File: src/rtl/sync_decoder_pkg.sv
// Shared definitions for the sync decoder: tracking-state encoding, default
// counter widths and the System86 nominal raster dimensions.
package sync_decoder_pkg;

  // Default counter widths
  localparam int unsigned H_W_DEF = 9;
  localparam int unsigned V_W_DEF = 9;

  // System86 nominal raster: clocks per line, lines per frame
  localparam int unsigned H_TOTAL_NOM = 384;
  localparam int unsigned V_TOTAL_NOM = 264;

  // Timing-tracking state
  typedef enum logic [1:0] {
    ST_SEARCH = 2'd0,
    ST_TRACK  = 2'd1,
    ST_LOCKED = 2'd2
  } sync_state_t;

endpackage

File: src/rtl/sync_decoder_if.sv
// Video timing receive bundle: raw HSYNC/VSYNC plus the recovered position,
// measured line/frame lengths and status pulses.
//   master : timing source / observer (drives syncs, reads results)
//   slave  : sync_decoder (reads syncs, drives results)
interface sync_decoder_if
  import sync_decoder_pkg::*;
#(
  parameter int unsigned H_W = H_W_DEF,
  parameter int unsigned V_W = V_W_DEF
);

  logic           HSYNC;
  logic           VSYNC;
  logic [H_W-1:0] H_CNT;
  logic [V_W-1:0] V_CNT;
  logic [H_W-1:0] H_TOTAL;
  logic [V_W-1:0] V_TOTAL;
  logic           NEW_LINE;
  logic           NEW_FRAME;
  logic           LOCKED;
  logic           TIMEOUT;

  modport master (
    output HSYNC, VSYNC,
    input  H_CNT, V_CNT, H_TOTAL, V_TOTAL, NEW_LINE, NEW_FRAME, LOCKED, TIMEOUT
  );

  modport slave (
    input  HSYNC, VSYNC,
    output H_CNT, V_CNT, H_TOTAL, V_TOTAL, NEW_LINE, NEW_FRAME, LOCKED, TIMEOUT
  );

endinterface

File: src/rtl/sync_edge_detect.sv
// Two-flop synchronizer followed by an edge-history flop; flags the rising
// edge of an asynchronous input.
//   clk    : sampling clock
//   rst_n  : async active-low reset
//   din    : asynchronous level input
//   rise_c : combinational one-cycle rising-edge flag (from flops only)
module sync_edge_detect (
  input  logic clk,
  input  logic rst_n,
  input  logic din,
  output logic rise_c
);

  // sr[0], sr[1]: synchronizer; sr[2]: previous synchronized level
  logic [2:0] sr;

  always_ff @(posedge clk or negedge rst_n) begin
    if (!rst_n) begin
      sr <= 3'b000;
    end else begin
      sr <= {sr[1:0], din};
    end
  end

  assign rise_c = sr[1] & ~sr[2];

endmodule

File: src/rtl/sync_decoder.sv
// Video sync receiver: recovers beam position from HSYNC/VSYNC, measures line
// and frame lengths, and tracks line-length stability to declare lock.
//   CLK_6M : pixel clock
//   RST_N  : async active-low reset
//   bus    : sync_decoder_if.slave (HSYNC/VSYNC in; counters, totals,
//            NEW_LINE/NEW_FRAME/TIMEOUT pulses and LOCKED out)
module sync_decoder
  import sync_decoder_pkg::*;
#(
  parameter int unsigned H_W        = H_W_DEF,
  parameter int unsigned V_W        = V_W_DEF,
  parameter int unsigned H_MAX      = 511,
  parameter int unsigned LOCK_LINES = 4,
  parameter int unsigned MISS_LIMIT = 2
) (
  input  logic          CLK_6M,
  input  logic          RST_N,
  sync_decoder_if.slave bus
);

  localparam int unsigned LC_W = $clog2(LOCK_LINES + 1);
  localparam int unsigned MC_W = $clog2(MISS_LIMIT + 1);

  localparam logic [H_W-1:0] H_MAX_V = H_W'(H_MAX);
  localparam logic [H_W-1:0] H_PRE_V = H_W'(H_MAX - 1);
  localparam logic [V_W-1:0] V_SAT_V = '1;

  // Synchronized edge events (valid the cycle before the output pulses)
  logic line_c;
  logic frame_c;
  logic to_c;

  logic [H_W-1:0] h_cnt;
  logic [H_W-1:0] h_total;
  logic [H_W-1:0] h_len_c;
  logic           timed_out_c;
  logic [V_W-1:0] v_cnt;
  logic [V_W-1:0] v_total;
  logic           new_line;
  logic           new_frame;
  logic           timeout;
  logic           locked;

  sync_state_t     state, state_nx;
  logic [LC_W-1:0] lock_cnt, lock_cnt_nx, lock_inc_c;
  logic [MC_W-1:0] miss_cnt, miss_cnt_nx, miss_inc_c;
  // Line length captured on entering LOCKED; a single odd line while locked
  // must not redefine what counts as a matching line.
  logic [H_W-1:0]  lock_len, lock_len_nx;

  // HSYNC / VSYNC synchronizers
  sync_edge_detect u_hs_edge (
    .clk    (CLK_6M),
    .rst_n  (RST_N),
    .din    (bus.HSYNC),
    .rise_c (line_c)
  );

  sync_edge_detect u_vs_edge (
    .clk    (CLK_6M),
    .rst_n  (RST_N),
    .din    (bus.VSYNC),
    .rise_c (frame_c)
  );

  // Length of the line being closed if a line edge lands now
  assign h_len_c     = h_cnt + H_W'(1);
  // H_CNT sits at H_MAX only after the line has timed out
  assign timed_out_c = (h_cnt == H_MAX_V);
  // Timeout fires on the step into H_MAX, never while holding there
  assign to_c        = (h_cnt == H_PRE_V) && !line_c;

  assign lock_inc_c  = lock_cnt + LC_W'(1);
  assign miss_inc_c  = miss_cnt + MC_W'(1);

  // Position counters, measured totals and registered pulses
  always_ff @(posedge CLK_6M or negedge RST_N) begin
    if (!RST_N) begin
      h_cnt     <= '0;
      h_total   <= '0;
      v_cnt     <= '0;
      v_total   <= '0;
      new_line  <= 1'b0;
      new_frame <= 1'b0;
      timeout   <= 1'b0;
      locked    <= 1'b0;
    end else begin
      new_line  <= line_c;
      new_frame <= frame_c;
      timeout   <= to_c;
      locked    <= (state == ST_LOCKED);

      if (line_c) begin
        h_cnt <= '0;
        if (!timed_out_c) begin
          h_total <= h_len_c;
        end
      end else if (!timed_out_c) begin
        h_cnt <= h_len_c;
      end

      // Frame edge wins over a coincident line edge for V_CNT
      if (frame_c) begin
        v_cnt   <= '0;
        v_total <= v_cnt + V_W'(1);
      end else if (line_c && (v_cnt != V_SAT_V)) begin
        v_cnt <= v_cnt + V_W'(1);
      end
    end
  end

  // Tracking state register
  always_ff @(posedge CLK_6M or negedge RST_N) begin
    if (!RST_N) begin
      state    <= ST_SEARCH;
      lock_cnt <= '0;
      miss_cnt <= '0;
      lock_len <= '0;
    end else begin
      state    <= state_nx;
      lock_cnt <= lock_cnt_nx;
      miss_cnt <= miss_cnt_nx;
      lock_len <= lock_len_nx;
    end
  end

  // Tracking next-state: only line edges and timeouts move the FSM
  always_comb begin
    state_nx    = state;
    lock_cnt_nx = lock_cnt;
    miss_cnt_nx = miss_cnt;
    lock_len_nx = lock_len;

    unique case (state)
      ST_SEARCH: begin
        if (line_c && !timed_out_c) begin
          state_nx    = ST_TRACK;
          lock_cnt_nx = LC_W'(1);
          miss_cnt_nx = '0;
        end
      end

      ST_TRACK: begin
        if (to_c) begin
          state_nx    = ST_SEARCH;
          lock_cnt_nx = '0;
        end else if (line_c) begin
          if (h_len_c == h_total) begin
            if (32'(lock_inc_c) >= LOCK_LINES) begin
              state_nx    = ST_LOCKED;
              lock_cnt_nx = '0;
              miss_cnt_nx = '0;
              lock_len_nx = h_len_c;
            end else begin
              lock_cnt_nx = lock_inc_c;
            end
          end else begin
            lock_cnt_nx = LC_W'(1);
          end
        end
      end

      ST_LOCKED: begin
        if (to_c) begin
          state_nx    = ST_SEARCH;
          miss_cnt_nx = '0;
        end else if (line_c) begin
          if (h_len_c == lock_len) begin
            miss_cnt_nx = '0;
          end else if (32'(miss_inc_c) >= MISS_LIMIT) begin
            state_nx    = ST_SEARCH;
            miss_cnt_nx = '0;
          end else begin
            miss_cnt_nx = miss_inc_c;
          end
        end
      end

      default: begin
        state_nx    = ST_SEARCH;
        lock_cnt_nx = '0;
        miss_cnt_nx = '0;
      end
    endcase
  end

  assign bus.H_CNT     = h_cnt;
  assign bus.V_CNT     = v_cnt;
  assign bus.H_TOTAL   = h_total;
  assign bus.V_TOTAL   = v_total;
  assign bus.NEW_LINE  = new_line;
  assign bus.NEW_FRAME = new_frame;
  assign bus.TIMEOUT   = timeout;
  assign bus.LOCKED    = locked;

endmodule

File: src/flat_wrapper.sv
// flat-port wrapper written by rule: the top's interface ports become plain ports
module sync_decoder_flat import sync_decoder_pkg::*;
#(
  parameter int unsigned H_W        = H_W_DEF,
  parameter int unsigned V_W        = V_W_DEF,
  parameter int unsigned H_MAX      = 511,
  parameter int unsigned LOCK_LINES = 4,
  parameter int unsigned MISS_LIMIT = 2
)
  (CLK_6M, RST_N, bus_HSYNC, bus_VSYNC, bus_H_CNT, bus_V_CNT, bus_H_TOTAL, bus_V_TOTAL, bus_NEW_LINE, bus_NEW_FRAME, bus_LOCKED, bus_TIMEOUT);
  sync_decoder_if #(.H_W(H_W), .V_W(V_W)) bus_i ();
  input  logic CLK_6M;
  input  logic RST_N;
  input wire logic [$bits(bus_i.HSYNC)-1:0] bus_HSYNC;
  input wire logic [$bits(bus_i.VSYNC)-1:0] bus_VSYNC;
  output wire logic [$bits(bus_i.H_CNT)-1:0] bus_H_CNT;
  output wire logic [$bits(bus_i.V_CNT)-1:0] bus_V_CNT;
  output wire logic [$bits(bus_i.H_TOTAL)-1:0] bus_H_TOTAL;
  output wire logic [$bits(bus_i.V_TOTAL)-1:0] bus_V_TOTAL;
  output wire logic [$bits(bus_i.NEW_LINE)-1:0] bus_NEW_LINE;
  output wire logic [$bits(bus_i.NEW_FRAME)-1:0] bus_NEW_FRAME;
  output wire logic [$bits(bus_i.LOCKED)-1:0] bus_LOCKED;
  output wire logic [$bits(bus_i.TIMEOUT)-1:0] bus_TIMEOUT;
  assign bus_i.HSYNC = bus_HSYNC;
  assign bus_i.VSYNC = bus_VSYNC;
  assign bus_H_CNT = bus_i.H_CNT;
  assign bus_V_CNT = bus_i.V_CNT;
  assign bus_H_TOTAL = bus_i.H_TOTAL;
  assign bus_V_TOTAL = bus_i.V_TOTAL;
  assign bus_NEW_LINE = bus_i.NEW_LINE;
  assign bus_NEW_FRAME = bus_i.NEW_FRAME;
  assign bus_LOCKED = bus_i.LOCKED;
  assign bus_TIMEOUT = bus_i.TIMEOUT;
  sync_decoder #(.H_W(H_W), .V_W(V_W), .H_MAX(H_MAX), .LOCK_LINES(LOCK_LINES), .MISS_LIMIT(MISS_LIMIT)) u_core (.CLK_6M(CLK_6M), .RST_N(RST_N), .bus(bus_i));
endmodule
File: config.mk
export PLATFORM = sky130hd
export DESIGN_NAME = sync_decoder_flat
export DESIGN_NICKNAME = d
export VERILOG_FILES = /design/src/rtl/sync_decoder_pkg.sv /design/src/rtl/sync_decoder_if.sv /design/src/rtl/sync_edge_detect.sv /design/src/rtl/sync_decoder.sv /design/src/flat_wrapper.sv
export SDC_FILE = /design/constraint.sdc
export NUM_CORES = 1
export LEC_CHECK = 0
export CORE_ASPECT_RATIO = 1.4
export CORE_MARGIN = 4
export CORE_UTILIZATION = 55
export CTS_CLUSTER_DIAMETER = 40
export DETAILED_ROUTE_END_ITERATION = 7
export PLACE_DENSITY = 0.8
export SLEW_MARGIN = 10
export SYNTH_ARGS = -nofsm -noshare
export SYNTH_HDL_FRONTEND = slang
export SYNTH_SLANG_ARGS = --single-unit
File: constraint.sdc
create_clock -name CLK_6M -period 4.75 [get_ports CLK_6M]
set_input_delay 0.475 -clock CLK_6M [delete_from_list [all_inputs] [get_ports CLK_6M]]
set_output_delay 0.475 -clock CLK_6M [all_outputs]
set_load 0.03 [all_outputs]
==> summary.txt <==
Outcome
  • Outcome: finished, final reports clean

Global routing
  • Global route total overflow: 0
  • Initial antenna violation count: 0
  • First-pass GRT wire length: 11400 um
  • All-layer global routing usage: 21.0%
  • Largest net degree at the start of global routing: 63
  • Vias in the first global route: 2376

Synth
  • Dominant cell type by area after synthesis: dfrtp_1
  • Simple-gate share of the synthesized area: 18.5%
  • Synth top area cells: dfrtp_1 (50%), xnor2_1 (6.8%), nand2_1 (5.4%)
  • Share of the synthesized area in the top cell type: 49.9%
  • Post-synthesis mux area share: 4.59%
  • Number of synthesized register bits: 62
  • Post-Synth XOR/XNOR Area: 12.5%
  • Synth Area per Inst: 10.4 um^2
  • Asr flop ratio synth: 100%
  • Dominant synthesized flop cell: dfrtp_1
  • Post-Syn Area: 3110 um^2
  • Synthesized net count: 310
  • Commonest cells post-synth: dfrtp_1 (62), nand2_1 (45), xnor2_1 (24)
  • Largest family of logic cells by synthesized area: simple AND/OR/NAND/NOR gates
  • Post-synth EDFFs: 0
  • Syn Inst Count: 299
  • Number of library cell types mapped by synthesis: 46
  • Post-synthesis sequential area ratio: 49.9%
  • Area share of fa/ha/maj cells after synthesis: 2.82%
  • YS warnings: 0
  • Most used standard cell by instance count after synthesis: dfrtp_1
  • Synth Area in Compound Gates: 7.88%

STA
  • Worst Slack Setup Final: 1550 ps
  • Relative slew slack: 49.1%
  • Clock skew: 9.48 ps
  • RSZ-0062 raised after global routing: no
  • Least-Margin Pin Slew: 764 ps
  • Hold Fails Final Rpt: 0
  • Final period util: 67.4%
  • Max Freq: 0.312 GHz
  • Setup tns final: 0 ps
  • Tmin final: 3200 ps
  • Slew Limit Fails: 0
  • Final Setup Violations: 0

Routing
  • Via count: 2218
  • Antenna viol nets, final: 0
  • DR WL/cell: 15.4 um
  • Vias per Instance: 5.33
  • First DRT Iteration DRCs: 141
  • Drt drc: 0
  • First-pass DRT Iterations: 4
  • Post-Route WL: 6410 um

Place
  • Number of I/O port buffers: 43
  • Dpl ws: 1560 ps
  • Placement Cell Area: 3560 um^2
  • Dpl cells: 400
  • Final HPWL DP: 4530 um
  • Routability cong.: 0.854

Floorplan
  • Cell Rows: 32
  • Die area: 6940 um^2
  • Core Area: 5490 um^2
  • Chip width: 71.6 um
  • Starting density of the core: 56.7%
  • Die height: 97.0 um
  • Top Ports: 44

Setup path
  • Max FO, Critical Path: 10
  • FF-to-FF setup slack: 1550 ps
  • CP Capture Type: flop
  • Critical path's top delay family: simple AND/OR/NAND/NOR gates
  • Kind of critical path: flop to flop
  • Critical-path top delay cell: dfrtp_1
  • CP Launch Type: flop
  • Reg2Reg Depth: 10
  • Worst EP required: 4980 ps
  • Slowest stage delay, CP: 530 ps
  • FF-to-FF Start: u_core.bus.H_CNT[0]
  • RR Endpoint: u_core.lock_len[2]
  • Crit path buffers/inverters: 0
  • Most frequent CP cell: ha_1
  • WP data arrival: 3430 ps
  • Critical-path cell list: ha_1 -> nand3_2 -> nor2_1 -> ha_1 -> xor2_1 -> nor3_1 -> nand3_1 -> nor4b_4 -> nand2_4 -> mux2_4

Clock network
  • Root buf cell: clkbuf_8
  • Clock tree buffer depth: 2
  • CTS clk-pin slew, worst paths: 70 ps
  • H-tree levels: 3
  • CTS Hold Buffers Added: 0
  • Post-CTS Setup Bufs: 0
  • CTS tree: built
  • Num CTS Buffers: 9
  • Skew-Pair Late Insertion Delay: 340 ps
  • Post-CTS resize count: 0
  • CTS sink count: 62

Final layout
  • Ant diodes: 0
  • Share of post-route cells with drive strength above 1: 9.77%
  • Fillers: 420
  • # nets final: 354
  • Area Overhead vs Synth: 19.8%
  • Finished Layout Cells: 416
  • Post-layout instance area: 3730 um^2
  • Utilization after layout: 67.9%

Hold path
  • Worst hold-check path type: input pin to async pin

Pwr
  • Maximum VDD drop: 331 uV
  • Pleak: 1.75 nW
  • Power per Cell Area: 395 nW/um^2

Run
  • Max-cap violations: 0
## power breakdown
| part | total [W] | switching (W) | leakage (nW) | internal (W) |
|---|---|---|---|---|
| clock network | 0.000396 | 0.000209 | 0.0820 | 0.000187 |
| logic | 0.000423 | 0.000239 | 0.845 | 0.000184 |
| registers | 0.000650 | 0.0000645 | 0.824 | 0.000586 |
## per-layer routing
metal | vias to the layer above | global-route usage (%) | wire length [um]
met4 | 0 | 9.84 | 215
li1 | 1080 | - | -
met2 | 68 | 33.8 | 3120
met3 | 19 | 5.72 | 368
met1 | 1051 | 25.8 | 2700
met5 | - | 0 | 0
## worst max-delay path by stage
stage / startpoint / end / slack [ps] / cells after the start
global route: u_core.bus.H_CNT[0] / u_core.lock_len[0] / 1300 / 10
global placement: u_core.bus.H_CNT[0] / u_core.lock_len[0] / 1690 / 10
floorplan: u_core.bus.H_CNT[1] / u_core.lock_len[2] / 1770 / 10
finish: u_core.bus.H_CNT[0] / u_core.lock_len[2] / 1550 / 10
CTS: u_core.bus.H_CNT[0] / u_core.lock_len[0] / 1530 / 10
detailed placement: u_core.bus.H_CNT[0] / u_core.lock_len[0] / 1560 / 10
## cell type report
type	count	area [um^2]	area share, %
multi-input cells	213	1440	38.7
flip-flops and latches	62	1550	41.6
well taps	68	85.1	2.28
inverters	13	48.8	1.31
clock buffers	10	128	3.43
repair buffers	44	433	11.6
clock inverters	6	38.8	1.04
## logic make-up (layout without fill, tap and decap cells)
group / Yosys count / in the layout
mux: 12 / 12
flops: 62 / 62
simple gates: 111 / 111
xor+xnor: 42 / 42
compound gates: 41 / 41
buf+inv: 24 / 73
fa+ha+maj: 7 / 7
## cells in the final DEF (no fill, tap or decap), types with 5 or more instances in the layout
cell type,Yosys,routed
mux2i_1,6,6
nand2b_1,7,7
o21ai_0,22,22
inv_1,12,12
clkbuf_8,0,9
clkdlybuf4s50_1,0,42
dfrtp_1,62,62
a21oi_1,9,9
nor2_1,23,23
xnor2_1,24,24
xor2_1,16,16
nand2_1,45,45
ha_1,7,7
nand3_1,5,5
nor3_1,7,7
## stage by stage
stage	total power [W]	hold WS, ps
6_report	0.00147	285
2_1_floorplan	0.000950	179
5_1_grt	0.00156	351
4_1_cts	0.00149	306
3_3_place_gp	0.00107	335
3_5_place_dp	0.00109	347
## state kept, by name, summed over array words and instances, names as in the netlist, 2 cells and up
| signal | cells |
|---|---|
| u_core.bus.H_CNT | 9 |
| u_core.bus.H_TOTAL | 9 |
| u_core.bus.V_CNT | 9 |
| u_core.bus.V_TOTAL | 9 |
| u_core.lock_cnt | 3 |
| u_core.lock_len | 9 |
| u_core.miss_cnt | 2 |
| u_core.state | 2 |
| u_core.u_hs_edge.sr | 3 |
| u_core.u_vs_edge.sr | 3 |
No activity file was read; power rests on OpenSTA's default activity.
